**src/rtl/branch_resolve_queue_if.sv**
```systemverilog
// Fetch/execute/table-update bundle for the branch resolve queue.
// The block under test takes the slave side; fetch/execute/table models take the master side.
interface branch_resolve_queue_if #(
    parameter int LOWER = 5,
    parameter int DEPTH = 4,
    parameter int CNT_W = 16
);
    localparam int OCC_W = $clog2(DEPTH + 1);

    // Handshake: a prediction is accepted on a rising edge where pred_valid and pred_ready
    // are both high. pred_ready depends only on registered occupancy. A held pred_valid with
    // pred_ready low is ignored, and the sender keeps it asserted. res_valid has no ready signal:
    // it resolves the oldest entry in that cycle, or sets res_err if the queue is empty.
    logic             pred_valid;
    logic [LOWER-1:0] pred_idx;
    logic             pred_taken;
    logic             pred_ready;
    logic             res_valid;
    logic             res_taken;
    logic             res_jump;
    logic             upd_en;
    logic [LOWER-1:0] upd_idx;
    logic             upd_taken;
    logic             flush;
    logic             flush_taken;
    logic [OCC_W-1:0] occupancy;
    logic [CNT_W-1:0] branch_cnt;
    logic [CNT_W-1:0] mispred_cnt;
    logic             res_err;

    modport master (
        output pred_valid, pred_idx, pred_taken, res_valid, res_taken, res_jump,
        input  pred_ready, upd_en, upd_idx, upd_taken, flush, flush_taken,
               occupancy, branch_cnt, mispred_cnt, res_err
    );

    modport slave (
        input  pred_valid, pred_idx, pred_taken, res_valid, res_taken, res_jump,
        output pred_ready, upd_en, upd_idx, upd_taken, flush, flush_taken,
               occupancy, branch_cnt, mispred_cnt, res_err
    );
endinterface

```
**src/rtl/branch_resolve_queue.sv**
```systemverilog
// In-order queue of in-flight branch predictions. It checks the oldest entry against the
// resolved outcome, then drives the history table update and a one-cycle flush on a mispredict.
module branch_resolve_queue #(
    parameter int LOWER = 5,
    parameter int DEPTH = 4,
    parameter int CNT_W = 16
) (
    input logic                   clk,
    input logic                   rst,
    branch_resolve_queue_if.slave bus
);
    localparam int PTR_W = $clog2(DEPTH);
    localparam int OCC_W = $clog2(DEPTH + 1);

    logic [LOWER-1:0] r_idx [DEPTH];
    logic             r_tkn [DEPTH];
    logic [PTR_W-1:0] r_head;
    logic [PTR_W-1:0] r_tail;
    logic [OCC_W-1:0] r_occ;
    logic [CNT_W-1:0] r_bcnt;
    logic [CNT_W-1:0] r_mcnt;
    logic             r_err;
    logic             r_upd_en;
    logic [LOWER-1:0] r_upd_idx;
    logic             r_upd_tkn;
    logic             r_flush;
    logic             r_flush_tkn;

    logic w_full;
    logic w_empty;
    logic w_pop;
    logic w_actual;
    logic w_mis;
    logic w_push;

    assign w_full   = (r_occ == OCC_W'(DEPTH));
    assign w_empty  = (r_occ == '0);
    assign w_pop    = bus.res_valid & ~w_empty;
    assign w_actual = bus.res_taken | bus.res_jump;
    assign w_mis    = w_pop & (r_tkn[r_head] != w_actual);
    // A push on the same edge as a mispredict pop comes from the wrong path, so it is dropped.
    assign w_push   = bus.pred_valid & ~w_full & ~w_mis;

    always_ff @(posedge clk) begin
        if (w_push) begin
            r_idx[r_tail] <= bus.pred_idx;
            r_tkn[r_tail] <= bus.pred_taken;
        end
    end

    always_ff @(posedge clk) begin
        if (rst) begin
            r_head <= '0;
            r_tail <= '0;
            r_occ  <= '0;
        end else if (w_mis) begin
            r_head <= r_head + PTR_W'(1);
            r_tail <= r_head + PTR_W'(1);
            r_occ  <= '0;
        end else begin
            if (w_pop)  r_head <= r_head + PTR_W'(1);
            if (w_push) r_tail <= r_tail + PTR_W'(1);
            r_occ <= r_occ + OCC_W'(w_push) - OCC_W'(w_pop);
        end
    end

    always_ff @(posedge clk) begin
        if (rst) begin
            r_bcnt      <= '0;
            r_mcnt      <= '0;
            r_err       <= 1'b0;
            r_upd_en    <= 1'b0;
            r_upd_idx   <= '0;
            r_upd_tkn   <= 1'b0;
            r_flush     <= 1'b0;
            r_flush_tkn <= 1'b0;
        end else begin
            r_upd_en <= w_pop;
            r_flush  <= w_mis;
            if (w_pop) begin
                r_upd_idx   <= r_idx[r_head];
                r_upd_tkn   <= w_actual;
                r_flush_tkn <= w_actual;
                if (r_bcnt != '1) r_bcnt <= r_bcnt + CNT_W'(1);
            end
            if (w_mis && r_mcnt != '1) r_mcnt <= r_mcnt + CNT_W'(1);
            if (bus.res_valid && w_empty) r_err <= 1'b1;
        end
    end

    assign bus.pred_ready  = ~w_full;
    assign bus.upd_en      = r_upd_en;
    assign bus.upd_idx     = r_upd_idx;
    assign bus.upd_taken   = r_upd_tkn;
    assign bus.flush       = r_flush;
    assign bus.flush_taken = r_flush_tkn;
    assign bus.occupancy   = r_occ;
    assign bus.branch_cnt  = r_bcnt;
    assign bus.mispred_cnt = r_mcnt;
    assign bus.res_err     = r_err;
endmodule

```
**src/flat_wrapper.sv**
```systemverilog
// flat-port wrapper written by rule: the top's interface ports become plain ports
module branch_resolve_queue_flat 
#(
    parameter int LOWER = 5,
    parameter int DEPTH = 4,
    parameter int CNT_W = 16
)
  (clk, rst, bus_pred_valid, bus_pred_idx, bus_pred_taken, bus_res_valid, bus_res_taken, bus_res_jump, bus_pred_ready, bus_upd_en, bus_upd_idx, bus_upd_taken, bus_flush, bus_flush_taken, bus_occupancy, bus_branch_cnt, bus_mispred_cnt, bus_res_err);
  branch_resolve_queue_if #(.LOWER(LOWER), .DEPTH(DEPTH), .CNT_W(CNT_W)) bus_i ();
  input logic clk;
  input logic rst;
  input wire logic [$bits(bus_i.pred_valid)-1:0] bus_pred_valid;
  input wire logic [$bits(bus_i.pred_idx)-1:0] bus_pred_idx;
  input wire logic [$bits(bus_i.pred_taken)-1:0] bus_pred_taken;
  input wire logic [$bits(bus_i.res_valid)-1:0] bus_res_valid;
  input wire logic [$bits(bus_i.res_taken)-1:0] bus_res_taken;
  input wire logic [$bits(bus_i.res_jump)-1:0] bus_res_jump;
  output wire logic [$bits(bus_i.pred_ready)-1:0] bus_pred_ready;
  output wire logic [$bits(bus_i.upd_en)-1:0] bus_upd_en;
  output wire logic [$bits(bus_i.upd_idx)-1:0] bus_upd_idx;
  output wire logic [$bits(bus_i.upd_taken)-1:0] bus_upd_taken;
  output wire logic [$bits(bus_i.flush)-1:0] bus_flush;
  output wire logic [$bits(bus_i.flush_taken)-1:0] bus_flush_taken;
  output wire logic [$bits(bus_i.occupancy)-1:0] bus_occupancy;
  output wire logic [$bits(bus_i.branch_cnt)-1:0] bus_branch_cnt;
  output wire logic [$bits(bus_i.mispred_cnt)-1:0] bus_mispred_cnt;
  output wire logic [$bits(bus_i.res_err)-1:0] bus_res_err;
  assign bus_i.pred_valid = bus_pred_valid;
  assign bus_i.pred_idx = bus_pred_idx;
  assign bus_i.pred_taken = bus_pred_taken;
  assign bus_i.res_valid = bus_res_valid;
  assign bus_i.res_taken = bus_res_taken;
  assign bus_i.res_jump = bus_res_jump;
  assign bus_pred_ready = bus_i.pred_ready;
  assign bus_upd_en = bus_i.upd_en;
  assign bus_upd_idx = bus_i.upd_idx;
  assign bus_upd_taken = bus_i.upd_taken;
  assign bus_flush = bus_i.flush;
  assign bus_flush_taken = bus_i.flush_taken;
  assign bus_occupancy = bus_i.occupancy;
  assign bus_branch_cnt = bus_i.branch_cnt;
  assign bus_mispred_cnt = bus_i.mispred_cnt;
  assign bus_res_err = bus_i.res_err;
  branch_resolve_queue #(.LOWER(LOWER), .DEPTH(DEPTH), .CNT_W(CNT_W)) u_core (.clk(clk), .rst(rst), .bus(bus_i));
endmodule
```
**config.mk**
```make
export PLATFORM = sky130hd
export DESIGN_NAME = branch_resolve_queue_flat
export DESIGN_NICKNAME = d
export VERILOG_FILES = /design/src/rtl/branch_resolve_queue_if.sv /design/src/rtl/branch_resolve_queue.sv /design/src/flat_wrapper.sv
export SDC_FILE = /design/constraint.sdc
export NUM_CORES = 1
export LEC_CHECK = 0
export ABC_AREA = 1
export CAP_MARGIN = 5
export CORE_MARGIN = 2
export CORE_UTILIZATION = 40
export CTS_BUF_LIST = sky130_fd_sc_hd__clkbuf_2 sky130_fd_sc_hd__clkbuf_4 sky130_fd_sc_hd__clkbuf_8
export DETAILED_ROUTE_END_ITERATION = 6
export SYNTH_ARGS = -nofsm -noshare
export SYNTH_HDL_FRONTEND = slang
export SYNTH_SLANG_ARGS = --single-unit
```
**constraint.sdc**
```tcl
create_clock -name clk -period 2.3 [get_ports clk]
set_clock_uncertainty 0.15 [all_clocks]
set_input_delay 0.46 -clock clk [delete_from_list [all_inputs] [get_ports clk]]
set_output_delay 0.46 -clock clk [all_outputs]
set_load 0.01 [all_outputs]
```
==> reports/metrics.csv, run 1 <==
metric,value,unit
outcome,"finished, final reports clean",
synth_nets,474,
fin_util,51.9,%
cp-start-kind,flop,
start_util,40.6,%
dp.cells,624,
met1_length,4050,µm
p_leak,1.74,nW
worst_slew_pin_slew,0.542,ns
slew_headroom,63.8,%
cts_setup_buffers,0,
place_congestion,0.819,
slew_viol_final,0,
io_buffers,57,
clk_pin_slew_worst_paths,0.09,ns
yosys.area.top_type,dfxtp_1,
cts.root.buffer_cell,clkbuf_8,
grt_pass1_wl,14200,µm
reg2reg_slack,0.19,ns
chipWidth,100,µm
layout-drive-gt1-share,15.3,%
vias,3216,
min_period,2.11,ns
wire_per_inst,13.5,µm
maxCapViolCount,0,
globalRouteOverflowTotal,0,
yosys_warnings,0,
ys_top_cells_by_count,"nand2_1, nor2_1, dfxtp_1",
irDropWorstVdd,443,µV
htree_num_levels,3,
first_pass_iters,4,
clock_sinks,74,
ios,58,
cts_buffers,9,
synth.top_cell.area_share,27.1,%
synth_edf_count,24,
rsz0062_at_grt,no,
powerDensity,883,mW/mm²
cts.path.max_buffers,2,
maxUsedRoutingLayer,met4,
route.met3.wl,238,µm
dr_wl_met2,4270,µm
worst-setup-path-type,flop to flop,
die_area,0.0100,mm²
drt_iter0_markers,102,
vias_per_cell,5.02,
finalHoldViolations,0,
fin_crit_sh,91.9,%
syn_area,0.00370,mm²
gr-usage-all-layers,17.8,%
core_area,0.00911,mm²
min_path_type,primary input to flop,
grt_antenna_before_repair,1,
syn_avg_cell_area,8.16,µm²
synth_area_leaders,"dfxtp_1, edfxtp_1, nand2_1",
seq_area_frac_synth,46.5,%
stdcell_count,641,
synth-seq-cells,74,
synth_flop_cell,dfxtp_1,
syn2layout_area_growth,27.8,%
totalWireLength,8650,µm
synthCells,453,
grt_max_degree,19,
antenna_left,0,
grt_pass1_vias,3029,
nets,545,
nFillCells,888,
insertion_delay,0.35,ns
arrival,2.21,ns
finalSetupViolations,0,
timing.hold.ws,0.315,ns
async_flop_share,0,%
die_h,100,µm
cp_max_fo,3,
synth.most_common_cell,nand2_1,
tritoncts,yes,
dp_hpwl,6060,µm
cp-end-kind,flop,
crit_required,2.40,ns
drc,0,
fmax,473,MHz
synth_cell_types,33,
row_count,35,
placed cells by master (no fill, tap or decap), types with 9 or more instances in the layout:
master	instances
edfxtp_1	24
dfxtp_1	48
inv_1	32
xor2_1	17
nor2_1	65
clkbuf_8	9
a21oi_1	22
buf_4	18
nand3_1	36
nand2_2	13
o21ai_0	22
a21oi_2	10
nand2_1	92
clkdlybuf4s50_1	54
critical path, stage by stage, from the launching register on:
cell and delay [ns]:
dfxtp_1 0.33, inv_1 0.07, nand2_1 0.05, nand3_1 0.10, nand2_1 0.07, nand2_1 0.09, nand3_2 0.10, nand2_2 0.08
inv_1 0.05, ha_2 0.18, fa_2 0.35, xnor2_2 0.16, xor2_1 0.16, nor2_1 0.07
registers in the layout, indices dropped and copies added (netlist names), 2 cells and up, named ones only:
name / flops
u_core.r_idx: 20
u_core.bus.branch_cnt: 16
u_core.bus.mispred_cnt: 16
u_core.bus.upd_idx: 5
u_core.r_tkn: 4
u_core.bus.occupancy: 3
u_core.r_head: 2
u_core.r_tail: 2
power by group:
group | switching (W) | internal (W)
Sequential | 0.000149 | 0.00156
Clock | 0.000558 | 0.000522
Combinational | 0.000783 | 0.000602
worst paths after layout:
path / startpoint / endpoint / cells past startpoint
worst max-delay path: flop / u_core.bus.occupancy[2]$_SDFF_PP0_ / 13
worst min register to register: u_core.bus.res_err$_SDFFE_PP0P_ / u_core.bus.res_err$_SDFFE_PP0P_ / 1
worst max register to register: flop / u_core.bus.occupancy[2]$_SDFF_PP0_ / 13
worst min-delay path: bus_res_taken / u_core.bus.upd_taken$_SDFFE_PP0P_ / 3
per-stage QoR:
step	setup TNS [ns]	setup WS, ns	area, µm²	total power [W]
floorplan	0	0.00396	3720	0.00258
global placement	-2.31	-0.407	4480	0.00306
detailed placement	-3.08	-0.486	4480	0.00309
CTS	0	0.0118	4700	0.00420
global route	0	0.0320	4730	0.00444
finish	0	0.186	4730	0.00417
cells by family after synthesis:
kind of cell	Yosys count	synth area share, %
adder cells (fa/ha/maj)	9	3.25
XOR/XNOR	24	5.68
flip-flops	74	46.5
AO/OA/AOI/OAI	62	9.74
buffers and inverters	53	6.46
AND/OR/NAND/NOR	231	28.3
final cells by class:
type	instances	area, µm²	area share (%)
multi-input cells	326	1780	37.7
flip-flops and latches	74	1720	36.5
repair buffers	76	733	15.5
inverters	37	139	2.94
well taps	111	139	2.94
clock buffers	9	124	2.62
clock inverters	7	83.8	1.77
diodes	1	2.50	0.0530
metal layers:
metal  global-route usage [%]  vias to the layer above
met1                     22.4                     1533
met4                     7.80                        0
met2                     29.7                       51
li1                         -                     1625
met3                     3.34                        7
met5                        0                        -
repair_timing:
item | CTS | global route
pin swaps | 2 | 5
gates resized for setup | 3 | 6
endpoints found under the setup margin | 1 | 1
hold buffers | 0 | 0
Power figures use the tool's default switching activity.
==> run 2: changes to the inputs <==
SKIP_LAST_GASP = 1   (was not set)
SLEW_MARGIN = 20   (was not set)
==> results of run 2 <==
No change in the layout: final DEF, timing and power equal those of run 1.
==> run 3: changes to the inputs <==
PLACE_DENSITY = 0.64   (was not set)
==> run 3 against run 2 <==
  * Via count is 1.1% lower
  * Die area did not move
  * Clock-buffer cell count rose by 1
  * Clock power about the same
  * Register-to-register slack lost 0.08 ns
  * Sequential share of layout area is 0.30 points lower
  * Critical path depth is 3 lower
  * Combinational power up 3%
  * Critical endpoint unchanged
==> reports/metrics.csv, run 3 (synthesis results as in run 1) <==
metric,value,unit,change
rsz0062_at_grt,no,,
nets,550,,+0.92%
finalHoldViolations,0,,unchanged
final_area,0.00476,mm²,+0.82%
cts.path.max_buffers,2,,unchanged
final_common_cell,nand2_1,,
grt_pass1_vias,3121,,+3.0%
irDropWorstVdd,432,µV,-2.5%
reg2reg_from,u_core.bus.occupancy[1]$_SDFF_PP0_,,
min_path_type,flop to flop,,
worstHoldEndpoint,u_core.bus.res_err$_SDFFE_PP0P_,,
setup_tns,0,ns,unchanged
placed_area,0.00448,mm²,about the same
drc,0,,unchanged
slew_headroom,66.7,%,+2.9 points
largest_reg_flops,20,,unchanged
place_congestion,0.835,,+1.9%
nFillCells,883,,-0.56%
crit_required,2.38,ns,-0.02 ns
row_count,35,,unchanged
reg2reg_slack,0.11,ns,-0.08 ns
htree_num_levels,3,,unchanged
worst-setup-path-type,flop to flop,,
cp-end-kind,flop,,
core_area,0.00911,mm²,unchanged
slew_viol_final,0,,unchanged
total_power,0.00423,W,+1.3%
totalWireLength,8420,µm,-2.7%
holdCritStartpoint,u_core.bus.res_err$_SDFFE_PP0P_,,
io_buffers,57,,unchanged
vias,3182,,-1.1%
globalRouteOverflowTotal,0,,unchanged
regMostFlops,u_core.r_idx,,
vias_per_cell,4.93,,-1.7%
die_h,100,µm,unchanged
die_area,0.0100,mm²,unchanged
insertion_delay,0.34,ns,about the same
cp-start-kind,flop,,
wire_per_inst,13.1,µm,-3.3%
outcome,"finished, final reports clean",,
timing.rr.end,u_core.bus.occupancy[2]$_SDFF_PP0_,,
final_cell_mix,"nand2_1, nor2_1, clkdlybuf4s50_1",,
fmax,456,MHz,-3.7%
finalSetupViolations,0,,unchanged
slowest_delay,0.37,ns,+0.02 ns
clk_pin_slew_worst_paths,0.09,ns,about the same
cp_top_family,adder cells,,
chipWidth,100,µm,unchanged
maxCapViolCount,0,,unchanged
start_util,40.6,%,unchanged
arrival,2.27,ns,+0.06 ns
tritoncts,yes,,
ios,58,,unchanged
cts.root.buffer_cell,clkbuf_8,,
worst_slew_pin_slew,0.498,ns,-0.0434 ns
grt_max_degree,23,,+4
powerDensity,888,mW/mm²,+0.52%
dp_hpwl,6080,µm,+0.31%
clock_sinks,74,,unchanged
cp_max_fo,4,,+1
syn2layout_area_growth,28.8,%,
drt_iter0_markers,79,,-23%
crit_slowest_cell,fa_2,,
grt_pass1_wl,14400,µm,+1.8%
layout-drive-gt1-share,16.1,%,+0.79 points
crit_chain,inv_2 -> a31oi_4 -> buf_6 -> ha_1 -> inv_1 -> ha_2 -> fa_2 -> xnor2_2 -> xor2_1 -> nor2_1,,
hold_depth,1,,-2
antenna_left,0,,unchanged
cts_buffers,9,,unchanged
cts_hold_buf,0,,unchanged
gr-usage-all-layers,18.0,%,+0.18 points
p_leak,1.77,nW,+1.6%
first_pass_iters,6,,+2
fin_crit_sh,95.4,%,+3.5 points
min_period,2.19,ns,+0.0801 ns
grt_antenna_before_repair,0,,-1
worst_r2r_path_depth,10,,-3
cp_num_buf_inv,3,,+1
diodes,0,,-1
run 3: layout make-up:
| class | count | area, µm² | area share, % |
|---|---|---|---|
| well taps | 111 | 139 | 2.91 |
| repair buffers | 81 | 762 | 16.0 |
| inverters | 37 | 139 | 2.91 |
| clock inverters | 6 | 81.3 | 1.71 |
| clock buffers | 10 | 131 | 2.76 |
| multi-input cells | 326 | 1790 | 37.5 |
| flip-flops and latches | 74 | 1720 | 36.2 |
run 3: worst max path at each step:
stage                                                  start                                 end  cells past startpoint
after CTS                                      bus_res_valid  u_core.bus.occupancy[2]$_SDFF_PP0_                     11
after floorplan                                bus_res_valid  u_core.bus.occupancy[2]$_SDFF_PP0_                     11
after detailed placement                        bus_res_jump  u_core.bus.occupancy[2]$_SDFF_PP0_                     11
final                     u_core.bus.occupancy[1]$_SDFF_PP0_  u_core.bus.occupancy[2]$_SDFF_PP0_                     10
after global placement                          bus_res_jump  u_core.bus.occupancy[2]$_SDFF_PP0_                     11
after global routing      u_core.bus.occupancy[1]$_SDFF_PP0_  u_core.bus.occupancy[2]$_SDFF_PP0_                     10
run 3: timing repair:
action | in CTS | in global routing
setup buffers | 0 | 3
endpoints found under the setup margin | 2 | 1
pin swaps | 3 | 6
gates resized for setup | 5 | 7
run 3: report_power, final:
group          internal, W  switching [W]  total (W)
sequential         0.00156       0.000141    0.00170
combinational     0.000641       0.000789    0.00143
clock             0.000616       0.000484    0.00110
total              0.00282        0.00141    0.00423
run 3: layer usage:
metal  up-vias  share of wire, %  track usage (%)
met5         -                 0                0
met2        54                50             31.1
met4         0              0.91             5.16
li1       1635                 -                -
met1      1487                46             22.5
met3         6               3.3             3.90
run 3: worst reg2reg max path: stages, from the launching register on:
cell,delay [ns]
dfxtp_2,0.35
inv_2,0.12
a31oi_4,0.12
buf_6,0.13
ha_1,0.26
inv_1,0.04
ha_2,0.17
fa_2,0.37
xnor2_2,0.17
xor2_1,0.16
nor2_1,0.05
run 3: metrics by stage:
step / worst slack [ns] / hold slack (ns) / util [%] / instances
floorplan: 0.00396 / 0.349 / - / 453
global placement: -0.462 / 0.304 / 49.2 / 626
detailed placement: -0.487 / 0.308 / 49.2 / 626
CTS: 0.0268 / 0.326 / 51.9 / 642
global route: 0.00155 / 0.339 / 52.3 / 645
finish: 0.106 / 0.323 / 52.3 / 645
